[src/rtl/bar_pkg.sv]
// Shared definitions for the barcode row scanner and the display stage that
// consumes its result: FSM encoding, default scan rows and edge thresholds.
package bar_pkg;

  typedef enum logic [1:0] {
    WAIT_SYNC = 2'd0,
    IDLE      = 2'd1,
    SCAN      = 2'd2,
    EVAL      = 2'd3
  } scan_state_e;

  localparam int         NUM_ROWS      = 3;
  localparam logic [9:0] ROW1_DEF      = 10'd2;
  localparam logic [9:0] ROW2_DEF      = 10'd7;
  localparam logic [9:0] ROW3_DEF      = 10'd12;
  localparam logic [7:0] MIN_EDGES_DEF = 8'd8;
  localparam logic [7:0] MAX_EDGES_DEF = 8'd200;
  localparam logic [7:0] CNT_MAX       = 8'hFF;

  typedef struct packed {
    logic       valid;
    logic [7:0] cnt;
  } row_rec_t;

  // Returns the 1-based scan row index for y, or 0 when y is not a scan row.
  function automatic logic [1:0] row_lookup(input logic [9:0] y,
                                            input logic [9:0] r1,
                                            input logic [9:0] r2,
                                            input logic [9:0] r3);
    if (y == r1) return 2'd1;
    if (y == r2) return 2'd2;
    if (y == r3) return 2'd3;
    return 2'd0;
  endfunction

endpackage

[src/rtl/bar_scan_edge_count.sv]
// Running edge counter for the row currently being scanned; sticks at CNT_MAX.
module edge_count
  import bar_pkg::*;
(
  input  logic       clk,
  input  logic       rst_n,
  input  logic       clr,
  input  logic       inc,
  output logic [7:0] cnt
);

  logic [7:0] cnt_d, cnt_q;

  always_comb begin
    cnt_d = cnt_q;
    if (clr)                          cnt_d = 8'd0;
    else if (inc && cnt_q != CNT_MAX) cnt_d = cnt_q + 8'd1;
  end

  always_ff @(posedge clk or negedge rst_n) begin
    if (!rst_n) cnt_q <= 8'd0;
    else        cnt_q <= cnt_d;
  end

  assign cnt = cnt_q;

endmodule

[src/rtl/bar_scan.sv]
// Counts bar/space transitions on three fixed rows per frame and flags a
// barcode when all three rows agree and the count sits inside the window.
module bar_scan
  import bar_pkg::*;
#(
  parameter logic [9:0] ROW1      = ROW1_DEF,
  parameter logic [9:0] ROW2      = ROW2_DEF,
  parameter logic [9:0] ROW3      = ROW3_DEF,
  parameter logic [7:0] MIN_EDGES = MIN_EDGES_DEF,
  parameter logic [7:0] MAX_EDGES = MAX_EDGES_DEF
) (
  input  logic       clk,
  input  logic       rst_n,
  input  logic [9:0] x_in,
  input  logic [9:0] y_in,
  input  logic       in_de,
  input  logic       in_vs,
  input  logic       in_data,
  output logic       scan_en,
  output logic [7:0] edge_cnt,
  output logic       frame_done
);

  scan_state_e             state_d, state_q;
  logic                    vs_q, vs_rise;
  logic [1:0]              k_d, k_q, hit, slot;
  logic                    prev_d, prev_q;
  row_rec_t [NUM_ROWS-1:0] rows_d, rows_q;
  logic                    scan_en_d, scan_en_q;
  logic                    frame_done_d, frame_done_q;
  logic [7:0]              edge_cnt_d, edge_cnt_q;
  logic [7:0]              run_cnt;
  logic                    cnt_clr, cnt_inc;
  logic [NUM_ROWS-1:0]     row_valid;
  logic                    cnt_eq, cnt_in_rng;

  assign vs_rise = in_vs & ~vs_q;
  assign hit     = row_lookup(y_in, ROW1, ROW2, ROW3);
  assign slot    = k_q - 2'd1;

  always_comb begin
    row_valid = '0;
    for (int i = 0; i < NUM_ROWS; i++) row_valid[i] = rows_q[i].valid;
  end

  assign cnt_eq     = (rows_q[0].cnt == rows_q[1].cnt) && (rows_q[1].cnt == rows_q[2].cnt);
  assign cnt_in_rng = (rows_q[0].cnt >= MIN_EDGES) && (rows_q[0].cnt <= MAX_EDGES);

  edge_count u_edge_count (
    .clk   (clk),
    .rst_n (rst_n),
    .clr   (cnt_clr),
    .inc   (cnt_inc),
    .cnt   (run_cnt)
  );

  always_comb begin
    state_d      = state_q;
    k_d          = k_q;
    prev_d       = prev_q;
    rows_d       = rows_q;
    scan_en_d    = scan_en_q;
    edge_cnt_d   = edge_cnt_q;
    frame_done_d = 1'b0;
    cnt_clr      = 1'b0;
    cnt_inc      = 1'b0;

    case (state_q)
      WAIT_SYNC: begin
        if (vs_rise) state_d = IDLE;
      end

      IDLE: begin
        if (vs_rise) begin
          state_d = EVAL;
        end else if (in_de && hit != 2'd0) begin
          state_d = SCAN;
          k_d     = hit;
          prev_d  = in_data;
          cnt_clr = 1'b1;
        end
      end

      SCAN: begin
        // A frame boundary mid-row drops the partial row entirely.
        if (vs_rise) begin
          state_d = EVAL;
        end else if (!in_de || x_in == 10'd0) begin
          rows_d[slot] = '{valid: 1'b1, cnt: run_cnt};
          state_d      = IDLE;
          // x wrapped with de still high: the current pixel may open a new row.
          if (in_de && hit != 2'd0) begin
            state_d = SCAN;
            k_d     = hit;
            prev_d  = in_data;
            cnt_clr = 1'b1;
          end
        end else begin
          cnt_inc = (in_data != prev_q);
          prev_d  = in_data;
        end
      end

      EVAL: begin
        frame_done_d = 1'b1;
        scan_en_d    = (&row_valid) && cnt_eq && cnt_in_rng;
        edge_cnt_d   = row_valid[0] ? rows_q[0].cnt : 8'd0;
        rows_d       = '0;
        state_d      = IDLE;
      end

      default: state_d = WAIT_SYNC;
    endcase
  end

  always_ff @(posedge clk or negedge rst_n) begin
    if (!rst_n) begin
      state_q      <= WAIT_SYNC;
      vs_q         <= 1'b0;
      k_q          <= 2'd0;
      prev_q       <= 1'b0;
      rows_q       <= '0;
      scan_en_q    <= 1'b0;
      edge_cnt_q   <= 8'd0;
      frame_done_q <= 1'b0;
    end else begin
      state_q      <= state_d;
      vs_q         <= in_vs;
      k_q          <= k_d;
      prev_q       <= prev_d;
      rows_q       <= rows_d;
      scan_en_q    <= scan_en_d;
      edge_cnt_q   <= edge_cnt_d;
      frame_done_q <= frame_done_d;
    end
  end

  assign scan_en    = scan_en_q;
  assign edge_cnt   = edge_cnt_q;
  assign frame_done = frame_done_q;

endmodule

[config.mk]
export PLATFORM = sky130hd
export DESIGN_NAME = bar_scan
export DESIGN_NICKNAME = d
export VERILOG_FILES = /design/src/rtl/bar_pkg.sv /design/src/rtl/bar_scan_edge_count.sv /design/src/rtl/bar_scan.sv
export SDC_FILE = /design/constraint.sdc
export NUM_CORES = 1
export LEC_CHECK = 0
export BUFFER_PORTS_ARGS = -buffer_cell sky130_fd_sc_hd__buf_4
export CAP_MARGIN = 25
export CELL_PAD_IN_SITES_DETAIL_PLACEMENT = 1
export CELL_PAD_IN_SITES_GLOBAL_PLACEMENT = 1
export CORE_MARGIN = 2
export CORE_UTILIZATION = 44
export CTS_BUF_LIST = sky130_fd_sc_hd__clkbuf_16
export DETAILED_ROUTE_END_ITERATION = 16
export PLACE_DENSITY = 0.86
export SKIP_LAST_GASP = 1
export SLEW_MARGIN = 25
export SYNTH_ARGS = -nofsm -noshare
export SYNTH_HDL_FRONTEND = slang
export SYNTH_SLANG_ARGS = --single-unit
[constraint.sdc]
create_clock -name clk -period 2.4 [get_ports clk]
set_input_delay 0.48 -clock clk [delete_from_list [all_inputs] [get_ports clk]]
set_output_delay 0.48 -clock clk [all_outputs]
set_load 0.01 [all_outputs]
==> run_results.csv <==
group,metric,value,unit
outcome,status,"finished with violations",
outcome,failed_checks,"setup timing",
cells_and_area,drive_gt1_share,22.1,%
route,route.vias.total,2044,
route,routed_via_density,5.79,
sta,worst_slack,-0.00960,ns
floorplan,fp-row-count,27,
power,p_leak,1.45,nW
sta,setup_viol,3,
route,ant_nets,0,
sta,final_hold_viol_count,0,
route,drtPass1Iterations,4,
synth,synth_nets,266,
grt,grt_pass1_vias,2109,
cells_and_area,antenna_cells,0,
grt,grt_max_degree,52,
grt,grt_overflow,0,
setup_path,start_kind,"primary input",
clock_network,clk_path_buf_depth,2,
floorplan,die_h,79.0,microns
clock_network,cts.sinks,51,
floorplan,die_x,79.0,microns
setup_path,worst-path-max-fanout,4,
synth,synth-edff-count,0,
clock_network,clk_latency,0.29,ns
synth,netlist_area,2470,sq um
sta,fin_tns_setup,-0.0222,ns
placement,hpwl,4360,microns
worst_hold_path,min_path_type,"primary input to async pin",
synth,ys_seq_area_share,51.6,%
placement,gp_congestion,0.797,
synth,yosysUniqueCellTypes,49,
setup_path,cp-end-kind,"flop",
synth,ys_warn_count,0,
grt,globalRouteTotalUtil,21.9,%
sta,rsz0062_at_grt,"true",
placement,port_buffers,34,
route,drtIter0Drc,102,
floorplan,start_util,45.2,%
floorplan,core_area,5470,sq um
grt,grt_pass1_wl,10500,microns
clock_network,h-tree-depth,2,
synth,synth_seq_cells,51,
setup_path,worstPathRequired,2.63,ns
sta,maxSlewViolCount,0,
cells_and_area,mostFrequentLayoutCells,"51 x dfrtp_1, 39 x buf_4, 25 x a22o_1",
synth,synth_top_area_cell,"dfrtp_1",
setup_path,r2r_cells,6,
synth,syn_avg_cell_area,10.5,sq um
cells_and_area,area_growth,24.2,%
power,power_density,760,nW/um^2
sta,worstMarginPinSlew,0.642,ns
sta,clock_skew,0.00492,ns
grt,antenna_found_initial,0,
sta,period_minus_slack,2.41,ns
setup_path,crit_type,"primary input to flop",
clock_network,clock-root-buffer,"clkbuf_16",
flow_run,maxCapViolCount,0,
synth,synth_area_leaders,"dfrtp_1 52%, a22o_1 8.9%, o21ai_0 3.0%, nand3_1 2.8%, ha_1 2.5%",
cells_and_area,final_core_utilization,56.1,%
route,drc,0,
synth,synth_ff_type,"dfrtp_1",
setup_path,critPathArrivalTime,2.64,ns
clock_network,cts_tree,"built",
synth,netlist_instances,236,
route,drt_wl_total,6490,microns
floorplan,io_pins,35,
cells_and_area,layout_commonest_cell,"dfrtp_1",
power,worst_ir_drop_vdd,342,uV
sta,slew_headroom,57.2,%
clock_network,cts_buffers,5,
clock_network,clk_pin_slew,0.07,ns
synth,yosys.area.top_type_share,51.6,%
floorplan,die_area,6240,sq um
route,post_drt_wl_per_cell,18.4,microns
sta,period_share,100,%
sta,fmax,415,MHz
synth,ys_async_sr_fraction,100,%
cells_and_area,layout.nets,311,
## cells in the mapped netlist (2+ instances only)
cell	count
dfrtp_1	51
a22o_1	25
inv_1	15
o21ai_0	15
nand3_1	14
nand2_1	13
nor3_1	11
nor2_1	10
and3_1	7
xnor2_1	7
clkbuf_1	6
nor4_1	6
ha_1	5
a21oi_1	4
a31oi_1	3
mux2_2	3
o21ai_1	3
a211oi_1	2
a21o_1	2
nand2b_1	2
o211ai_1	2
o22ai_1	2
o31ai_1	2
## kinds of logic (layout without fill, tap and decap cells)
family / count (synthesis) / after routing / share of synthesized area, %
xor+xnor: 8 / 8 / 2.83
simple gates: 79 / 79 / 18.4
buf+inv: 22 / 67 / 3.34
compound gates: 67 / 67 / 19.6
mux: 4 / 4 / 1.77
flops: 51 / 51 / 51.6
fa+ha+maj: 5 / 5 / 2.53
## repair_timing
item,in CTS,in global routing
resized for setup,3,2
buffers inserted,0,0
cloned,0,1
endpoints found under the hold margin,0,0
pin swaps,0,1
setup endpoints to repair,23,18
hold buffers,0,0
## registers in the layout (all words and copies together), names as in the netlist
name,count
k_q,2
state_q,2
row_valid,3
rows_q,24
u_edge_count.cnt,8
scan_en,1
edge_cnt,8
vs_q,1
prev_q,1
frame_done,1
## path summary, 6_finish.rpt
kind                                             start                         endpoint  slack, ns
worst max-delay path                           x_in[8]            rows_q[3]$_DFFE_PN0P_      -0.01
max in group asynchronous                        rst_n  u_edge_count.cnt[0]$_DFFE_PN0P_       1.75
worst min register to register     scan_en$_DFFE_PN0P_              scan_en$_DFFE_PN0P_       0.50
worst max register to register  state_q[0]$_DFFE_PN0P_            rows_q[3]$_DFFE_PN0P_       0.36
min in group clk                                 in_vs                   vs_q$_DFF_PN0_       0.31
worst min-delay path                             rst_n             frame_done$_DFF_PN0_       0.22
## stage by stage
stage / hold WS, ns / worst slack (ns) / instances / cell area (sq um) / power [mW]
6_report: 0.216 / -0.00960 / 353 / 3070 / 2.33
5_1_grt: 0.267 / -0.0493 / 353 / 3070 / 2.46
4_1_cts: 0.239 / -0.00663 / 352 / 3060 / 2.35
3_5_place_dp: 0.485 / -0.275 / 345 / 2890 / 1.55
3_3_place_gp: 0.459 / -0.238 / 345 / 2890 / 1.52
2_1_floorplan: 0.184 / -0.125 / 236 / 2470 / 1.32
## where the power goes
group          leakage [nW]  switching, mW  total, mW  internal (mW)
sequential            0.698         0.0811       1.00          0.922
combinational         0.667          0.313      0.546          0.233
clock                0.0811          0.303      0.785          0.483
## layer usage
layer	global-route usage (%)	vias up	wire [microns]	share of wire, %
met1	25.6	1030	2710	42
met5	0	-	0	0
met4	5.52	0	104	1.6
met3	4.66	9	221	3.4
li1	-	967	-	-
met2	40.6	38	3460	53
## final cells by class
class	instances	area, sq um
fill	622	2400
sequential	51	1280
multi-input combinational	163	1120
timing repair buffer	45	372
clock buffer	5	125
tap	72	90.1
inverter	15	56.3
clock inverter	2	33.8
## critical path, stage by stage
cell	delay [ns]
buf_6	0.09
or4_4	0.53
o41a_1	0.41
or4b_4	0.58
nor3b_4	0.24
buf_2	0.18
a22o_1	0.12
No activity file was read; power rests on OpenSTA's default activity.
